## src/rtl/fwd_pkg.sv

```systemverilog
// Shared types and default sizing for the forwarding / hazard scoreboard.
// Forward-select encoding: 0 = regfile, 1..NUM_FWD = stage k-1, NUM_FWD+1 = multi-cycle writeback.
package fwd_pkg;

  localparam int NUM_REGS_DEF = 32;
  localparam int REG_AW_DEF   = 5;
  localparam int NUM_FWD_DEF  = 2;
  localparam int SEL_W_DEF    = $clog2(NUM_FWD_DEF + 2);
  localparam int CNT_W_DEF    = 16;

  typedef logic [REG_AW_DEF-1:0] reg_addr_t;

  typedef enum logic [SEL_W_DEF-1:0] {
    FWD_RF = '0,
    FWD_MC = SEL_W_DEF'(NUM_FWD_DEF + 1)
  } fwd_sel_e;

endpackage

```

## src/rtl/fwd_operand_sel.sv

```systemverilog
// Per-operand bypass selection: youngest matching stage wins, then MC writeback, else regfile.
// Also reports whether the winning stage's result is not yet ready.
module fwd_operand_sel
  import fwd_pkg::*;
#(
  parameter int REG_AW  = REG_AW_DEF,
  parameter int NUM_FWD = NUM_FWD_DEF,
  parameter int SEL_W   = SEL_W_DEF
) (
  input  logic [REG_AW-1:0]         rs,
  input  logic [NUM_FWD*REG_AW-1:0] stg_rd,
  input  logic [NUM_FWD-1:0]        stg_regwrite,
  input  logic [NUM_FWD-1:0]        stg_ready,
  input  logic                      mc_wb_valid,
  input  logic [REG_AW-1:0]         mc_wb_rd,
  output logic [SEL_W-1:0]          sel,
  output logic                      not_ready
);

  logic rs_nz;
  assign rs_nz = (rs != '0);

  // NOTE: every output gets a default first so no path through the block infers a latch.
  always_comb begin
    sel       = (mc_wb_valid && (mc_wb_rd == rs) && rs_nz) ? SEL_W'(NUM_FWD + 1) : SEL_W'(FWD_RF);
    not_ready = 1'b0;
    // Walk oldest to youngest so a younger match overwrites an older one.
    for (int k = NUM_FWD - 1; k >= 0; k--) begin
      if (stg_regwrite[k] && (stg_rd[k*REG_AW +: REG_AW] == rs) && rs_nz) begin
        sel       = SEL_W'(k + 1);
        not_ready = ~stg_ready[k];
      end
    end
  end

endmodule

```

## src/rtl/fwd_hazard_scoreboard.sv

```systemverilog
// Operand forwarding, load-use / multi-cycle hazard detection and busy scoreboard
// sitting beside the ID/EX boundary; also counts stall cycles (saturating).
module fwd_hazard_scoreboard
  import fwd_pkg::*;
#(
  parameter int NUM_REGS = NUM_REGS_DEF,
  parameter int REG_AW   = REG_AW_DEF,
  parameter int NUM_FWD  = NUM_FWD_DEF,
  parameter int SEL_W    = $clog2(NUM_FWD + 2),
  parameter int CNT_W    = CNT_W_DEF
) (
  input  logic                      clk,
  input  logic                      rst_n,
  input  logic [REG_AW-1:0]         id_rs1,
  input  logic [REG_AW-1:0]         id_rs2,
  input  logic                      id_valid,
  input  logic [NUM_FWD*REG_AW-1:0] stg_rd,
  input  logic [NUM_FWD-1:0]        stg_regwrite,
  input  logic [NUM_FWD-1:0]        stg_ready,
  input  logic                      mc_issue,
  input  logic [REG_AW-1:0]         mc_rd,
  input  logic                      mc_wb_valid,
  input  logic [REG_AW-1:0]         mc_wb_rd,
  input  logic                      mc_kill,
  output logic [SEL_W-1:0]          fwd_a,
  output logic [SEL_W-1:0]          fwd_b,
  output logic                      stall,
  output logic [NUM_REGS-1:0]       busy_vec,
  output logic [CNT_W-1:0]          stall_cnt
);

  logic [NUM_REGS-1:0] busy_q, busy_d;
  logic [CNT_W-1:0]    stall_cnt_q, stall_cnt_d;
  logic                nr_a, nr_b;
  logic                stall_data, stall_sb, waw;

  fwd_operand_sel #(.REG_AW(REG_AW), .NUM_FWD(NUM_FWD), .SEL_W(SEL_W)) u_sel_a (
    .rs(id_rs1), .stg_rd(stg_rd), .stg_regwrite(stg_regwrite), .stg_ready(stg_ready),
    .mc_wb_valid(mc_wb_valid), .mc_wb_rd(mc_wb_rd), .sel(fwd_a), .not_ready(nr_a)
  );

  fwd_operand_sel #(.REG_AW(REG_AW), .NUM_FWD(NUM_FWD), .SEL_W(SEL_W)) u_sel_b (
    .rs(id_rs2), .stg_rd(stg_rd), .stg_regwrite(stg_regwrite), .stg_ready(stg_ready),
    .mc_wb_valid(mc_wb_valid), .mc_wb_rd(mc_wb_rd), .sel(fwd_b), .not_ready(nr_b)
  );

  // A same-cycle writeback releases the busy register for its reader.
  assign stall_data = nr_a | nr_b;
  assign stall_sb   = (busy_q[id_rs1] && !(mc_wb_valid && (mc_wb_rd == id_rs1)))
                    | (busy_q[id_rs2] && !(mc_wb_valid && (mc_wb_rd == id_rs2)));
  assign waw        = mc_issue && (mc_rd != '0) && busy_q[mc_rd];
  assign stall      = id_valid && (stall_data || stall_sb || waw);

  // Writeback clears first so a same-rd issue leaves the new op outstanding; kill beats both.
  always_comb begin
    busy_d = busy_q;
    if (mc_wb_valid)                busy_d[mc_wb_rd] = 1'b0;
    if (mc_issue && (mc_rd != '0))  busy_d[mc_rd]    = 1'b1;
    if (mc_kill)                    busy_d           = '0;
  end

  always_comb begin
    stall_cnt_d = stall_cnt_q;
    if (stall && (stall_cnt_q != '1)) stall_cnt_d = stall_cnt_q + CNT_W'(1);
  end

  // NOTE: state registers use non-blocking assignments so all flops update from pre-edge values.
  always_ff @(posedge clk or negedge rst_n) begin
    if (!rst_n) begin
      busy_q      <= '0;
      stall_cnt_q <= '0;
    end else begin
      busy_q      <= busy_d;
      stall_cnt_q <= stall_cnt_d;
    end
  end

  assign busy_vec  = busy_q;
  assign stall_cnt = stall_cnt_q;

endmodule

```

## config.mk

```make
export PLATFORM = sky130hd
export DESIGN_NAME = fwd_hazard_scoreboard
export DESIGN_NICKNAME = d
export VERILOG_FILES = /design/src/rtl/fwd_pkg.sv /design/src/rtl/fwd_operand_sel.sv /design/src/rtl/fwd_hazard_scoreboard.sv
export SDC_FILE = /design/constraint.sdc
export NUM_CORES = 1
export LEC_CHECK = 0
export ABC_AREA = 1
export CAP_MARGIN = 20
export CORE_AREA = 2 2 131 95
export CTS_BUF_LIST = sky130_fd_sc_hd__clkbuf_8
export CTS_CLUSTER_SIZE = 25
export DETAILED_ROUTE_END_ITERATION = 12
export DIE_AREA = 0 0 133 97
export GPL_TIMING_DRIVEN = 0
export SLEW_MARGIN = 30
export SYNTH_ARGS = -nofsm -noshare
export SYNTH_HDL_FRONTEND = slang
export SYNTH_SLANG_ARGS = --single-unit
```

## constraint.sdc

```tcl
create_clock -name clk -period 3.3 [get_ports clk]
set_clock_uncertainty 0.15 [all_clocks]
set_input_delay 0.66 -clock clk [delete_from_list [all_inputs] [get_ports clk]]
set_output_delay 0.66 -clock clk [all_outputs]
set_load 0.01 [all_outputs]
```

Word level (Yosys, flattened, before mapping)
Cells that the tools add are included.
W data, S select, Z words.
{ "word_totals": {"register_bits": 48, "input_bits": 40} }
{ "op_classes": {"n_bitwise": 7, "n_mux": 23, "eq_ne": 7, "addsub": 1, "reduce_logical": 27, "n_lt_le_gt_ge": 6} }
{ "ops": {"columns": ["cell", "n"], "rows": [
  ["$mux W32", 3],
  ["$and A32 B32 Y32", 1],
  ["$not A32 Y32", 1],
  ["$or A32 B32 Y32", 1],
  ["$eq A5 B5 Y1", 6],
  ["$lt A5 B6 Y1 const B", 4],
  ["$logic_and A1 B1 Y1", 20],
  ["$add A16 B1 Y16 const B", 1],
  ["$ne A16 B16 Y1 const B", 1],
  ["$bmux W1 S5", 3],
  ["$reduce_bool A5 Y1", 3],
  ["$mux W2", 6],
  ["$demux W1 S5", 2],
  ["$ge A5 B1 Y1 const B", 2],
  ["$mux W1", 9],
  ["$logic_not A1 Y1", 2],
  ["$logic_or A1 B1 Y1", 2],
  ["$not A1 Y1", 2],
  ["$or A1 B1 Y1", 2]
]} }

Logic depth before layout (Yosys ltp)
Gate-level depths: netlist of the first run.
{ "logic_depth": {"word_depth": 10, "mapped_depth": 17, "ltp_nobuf": 15} }

Hierarchy
Synthesis of the first run repeated with hierarchy kept, for this count alone.
{ "unflattened": {"hier_cells": 737, "hier_area_um2": 4284.1} }
{ "by_module_without_submodules": {"columns": ["mod", "cells_per_inst", "n_inst", "area_per_inst_um2"], "rows": [
  ["fwd_hazard_scoreboard", 557, 1, 3538.4],
  ["fwd_operand_sel", 90, 2, 372.9]
]} }

Least setup slack after synthesis of the first run
Ideal clock, no wire load.
{ "synth_path": {"path_kind": "input -> output", "startpoint": "in id_rs1[2]", "endpoint": "out stall", "path_slack_ns": 0.635, "path_buffers": 1, "arrival_ns": 1.855, "stages": 12, "cell_sequence": "buf_2 > inv_2 > nand3_1 > nor2_2 > nor2_1 > nand3_1 > nand2_1 > nand2_1 > nand2_1 > nor2_2 > nand3_4 > and2_1"} }
{ "synth_between": {"elab_chain_len": 9, "elab_cells_between_ends": 20, "classes_between": "3 x eq/ne; 4 x mux; 2 x bitwise; 11 x reduce/logical"} }
{ "synth_lines": {"columns": ["item", "line", "source"], "rows": [
  ["from (decl)", "fwd_hazard_scoreboard.sv:14", "input logic [REG_AW-1:0] id_rs1,"],
  ["parallel branches: the longest is 6 deep, another holds $bmux W1 S5", null, null],
  ["$logic_or A1 B1 Y1 * (2 in series)", "fwd_hazard_scoreboard.sv:52", "assign stall = id_valid && (stall_data || stall_sb || waw);"],
  ["$logic_and A1 B1 Y1 *", "fwd_hazard_scoreboard.sv:52", null],
  ["to (decl)", "fwd_hazard_scoreboard.sv:27", "output logic stall,"]
]} }
Mark *: on every way between the ends. The select of a mux whose other input is x is not followed.

Final worst setup path of the first run
{ "layout_path": {"startpoint": "in id_rs2[0]", "endpoint": "out fwd_b[0]"} }
{ "layout_between": {"elab_chain_len": 6, "elab_cells_between_ends": 13, "classes_between": "3 x eq/ne; 3 x mux; 7 x reduce/logical"} }
{ "layout_lines": {"columns": ["item", "line", "source"], "rows": [
  ["from (decl)", "fwd_hazard_scoreboard.sv:15", "input logic [REG_AW-1:0] id_rs2,"],
  ["$eq A5 B5 Y1", "fwd_operand_sel.sv:25", "sel = (mc_wb_valid && (mc_wb_rd == rs) && rs_nz) ? SEL_W'(NUM_FWD + 1) : SEL_W'(FWD_RF);"],
  ["$logic_and A1 B1 Y1 (2 in series)", "fwd_operand_sel.sv:25", null],
  ["$mux W2", "fwd_operand_sel.sv:25", null],
  ["$mux W2", "fwd_operand_sel.sv:29", "if (stg_regwrite[k] && (stg_rd[k*REG_AW +: REG_AW] == rs) && rs_nz) begin"],
  ["$mux W2 *", "fwd_operand_sel.sv:29", null],
  ["to (decl)", "fwd_hazard_scoreboard.sv:26", "output logic [SEL_W-1:0] fwd_b,"]
]} }
Every way passes the cells marked *; elsewhere a longest branch is shown, timed or not.

==> flow_metrics.py, run 1 <==
metrics = {
    "run_status": {
        "status": "completed",
    },
    "worst_setup_path": {
        "startpoint_type": "input pin",
        "path_buf_inv": 4,
        "crit_slowest_cell": "clkdlybuf4s50_1",
        "slowest_delay_ns": 0.53,
        "crit_path_frequent_cell": "nand2_1",
        "endpoint_kind": "output port",
        "worst-endpoint-arrival_ns": 2.42,
        "worstPathRequired_ns": 2.49,
        "crit_fanout": 10,
        "path_cells": "buf_4 > inv_1 > buf_2 > o22ai_1 > a21oi_1 > nand4_1 > nor2_2 > nand2_1 > nand2_1 > clkdlybuf4s50_1",
        "critPathTopFamily": "buffers and inverters",
        "path_class": "input pin to output port",
    },
    "sta": {
        "finalCritPeriodShare_pct": 97.75,
        "setup_violations": 0,
        "rsz0062_at_grt": "no",
        "fmax_mhz": 310.0,
        "finalCriticalPeriod_ns": 3.226,
        "finalHoldViolations": 0,
        "slew_headroom_pct": 49.41,
        "slew_viol_final": 0,
        "timing.hold.ws_ns": 0.2030,
        "worstMarginPinSlew_ns": 0.7547,
    },
    "synthesis": {
        "synth_edf_count": 0,
        "ys_types": 29,
        "ys.warnings.count": 0,
        "synth_flop_cell": "dfrtp_1",
        "seq_area_frac_synth_pct": 29.95,
        "synthesis.area_sq_um": 4010,
        "synth_fp_nets": 681,
        "async_reset_ff_share_pct": 100.0,
        "syn_inst": 640,
        "syn_area_per_cell_sq_um": 6.266,
        "synth-seq-cells": 48,
    },
    "drt": {
        "drt_iter0_markers": 502,
        "viasPerCell": 5.376,
        "wl_mm": 15.58,
        "wire_per_inst_microns": 17.35,
        "firstDrtPassIters": 6,
        "num_vias": 4828,
        "ant_nets": 0,
        "post-route-drc-count": 0,
    },
    "power": {
        "ir_worst_vdd_v": 0.0002051,
        "switching_share_pct": 35.44,
        "clkPwrFrac_pct": 25.3,
        "p_int_w": 0.0009752,
        "p_seq_share_pct": 43.3,
        "power_switching_w": 0.0005355,
        "p_per_area_nw_per_um2": 282.4,
        "power_frac_comb_pct": 31.3,
        "leakage_nw": 2.421,
    },
    "clock_network": {
        "cts_buffer_depth": 2,
        "htree_levels": 2,
        "clk_latency_ns": 0.32,
        "numCtsBuffers": 5,
        "clock-sinks": 48,
        "clk_pin_slew_ns": 0.09,
        "cts_tree": "yes",
        "cts_root_buffer": "clkbuf_8",
    },
    "global_route": {
        "grt_first_pass_wirelength_mm": 24.76,
        "overflow": 0,
        "grt_pass1_vias": 4550,
        "grt_usage_pct": 24.25,
        "antenna_found_initial": 0,
        "grt_max_degree": 49,
    },
    "placement": {
        "hpwl_mm": 11.63,
        "place.gp.congestion": 0.9299,
        "port_buffers": 85,
        "post-place-cells": 882,
    },
    "floorplanning": {
        "die_y_microns": 97,
        "fp.dieW_microns": 133,
        "pin_count": 93,
        "fp-row-count": 33,
        "initial_utilization_pct": 34.81,
        "dieArea_sq_um": 12900,
        "core-area_sq_um": 11520,
    },
    "final_layout": {
        "fillers": 1187,
        "antenna_cells": 0,
        "drive_above_1_share_pct": 12.42,
        "layout_commonest_cell": "nand2_1",
        "instances_no_fill": 898,
        "area_growth_pct": 33.39,
        "nNetsFinal": 782,
        "final_cell_mix": "230 x nand2_1, 61 x nand3_1, 61 x clkdlybuf4s50_1, 53 x o21ai_0",
    },
    "flow_run": {
        "cap_violations": 0,
    },
    "worst_hold_path": {
        "hold_class": "input pin to async pin",
    },
}
-- logic make-up after synthesis --
family / synth area share, %
and+or+nand+nor: 41.44
AOI/OAI and AO/OA: 15.10
buffers and inverters: 8.393
DFF: 29.95
xor gates and xnor gates: 4.805
adders and majority gates: 0.3120
-- through the flow --
stage	util [%]	worst slack, ns	setup TNS [ns]	cell area [sq um]	power (W)
2_1_floorplan	-	0.6348	0	4010	0.0009033
3_3_place_gp	43.90	-0.6736	-4.480	5057	0.001104
3_5_place_dp	44.01	-0.6964	-2.232	5070	0.001109
4_1_cts	45.83	-0.03505	-0.03505	5280	0.001505
5_1_grt	46.43	0.004372	0	5349	0.001602
6_report	46.43	0.07420	0	5349	0.001511
-- per-layer routing --
metal	track usage, %	part of all wire, %	up-vias
met5	0	0	-
met4	5.294	1.3	0
met3	5.398	9.8	29
met2	34.79	42	265
met1	36.76	47	2203
li1	-	-	2331
-- layout make-up --
type	instances	area [sq um]	share of cell area, %
sequential	48	1201	22.46
tap	157	196.4	3.673
buffer	29	201.4	3.766
inverter	44	170.2	3.181
clock inverter	1	8.758	0.1637
clock buffer	6	82.58	1.544
multi-input combinational	519	2591	48.44
timing repair buffer	94	897.1	16.77
-- registers in the layout (all words and copies together), names as in the netlist --
register   flops
busy_vec      32
stall_cnt     16
-- power by group through the flow --
stage	Sequential [W]	Combinational (W)	Clock, W
after global routing	0.000660	0.000522	0.000420
after detailed placement	0.000665	0.000444	0
after CTS	0.000654	0.000460	0.000390
after global placement	0.000666	0.000438	0
after floorplan	0.000670	0.000233	0
final	0.000655	0.000473	0.000383
-- worst reg2reg max path, delay by kind of cell (launching register included) --
kind | cells | cell delay, ns
adder cells (fa/ha/maj) | 1 | 0.22
buffers and inverters | 2 | 0.34
flip-flops | 1 | 0.43
AND/OR/NAND/NOR | 6 | 1.07
-- cells in the mapped netlist (3+ instances only) --
cell type	count	share of area [%]
nand2_1	230	22
nand3_1	61	7.6
o21ai_0	55	6.9
a21oi_1	48	6.0
dfrtp_1	48	30
inv_1	39	3.7
nor2_1	38	3.6
nand4_1	22	3.4
buf_2	14	1.7
nor3_1	13	1.6
xor2_1	12	2.6
xnor2_1	10	2.2
clkbuf_1	7	0.66
o211ai_1	6	1.1
inv_2	5	0.47
o22ai_1	5	0.78
buf_4	4	0.75
buf_6	4	1.1
nand2_2	3	0.47
nor2_2	3	0.47
nor3_2	3	0.75
-- what timing repair did --
action	4_1_cts	5_1_grt
hold buffers	0	0
resized for setup	55	30
pin swaps	2	6
setup buffers	4	5
setup endpoints to repair	5	3
-- final timing paths --
check                                     startpoint                        end  slack, ns  depth (start not counted)
min in group clk           stall_cnt[15]$_DFFE_PN0P_  stall_cnt[15]$_DFFE_PN0P_       0.41                          2
hold reg to reg            stall_cnt[15]$_DFFE_PN0P_  stall_cnt[15]$_DFFE_PN0P_       0.41                          2
max in group asynchronous                      rst_n   stall_cnt[0]$_DFFE_PN0P_       2.35                          1
setup reg to reg            stall_cnt[0]$_DFFE_PN0P_   stall_cnt[8]$_DFFE_PN0P_       1.02                          9
hold / removal                                 rst_n      busy_vec[2]$_DFF_PN0_       0.20                          1
setup / recovery                           id_rs2[0]                   fwd_b[0]       0.07                         10
No activity file was read; power rests on OpenSTA's default activity.
==> run 2: changes to the inputs <==
--- a/config.mk
+++ b/config.mk
@@ -9,7 +9,7 @@
 export CAP_MARGIN = 20
 export CORE_AREA = 2 2 131 95
 export CTS_BUF_LIST = sky130_fd_sc_hd__clkbuf_8
-export CTS_CLUSTER_SIZE = 25
+export CTS_CLUSTER_SIZE = 8
 export DETAILED_ROUTE_END_ITERATION = 12
 export DIE_AREA = 0 0 133 97
 export GPL_TIMING_DRIVEN = 0
==> results of run 2 <==
No change in the layout: final DEF, timing and power equal those of run 1.
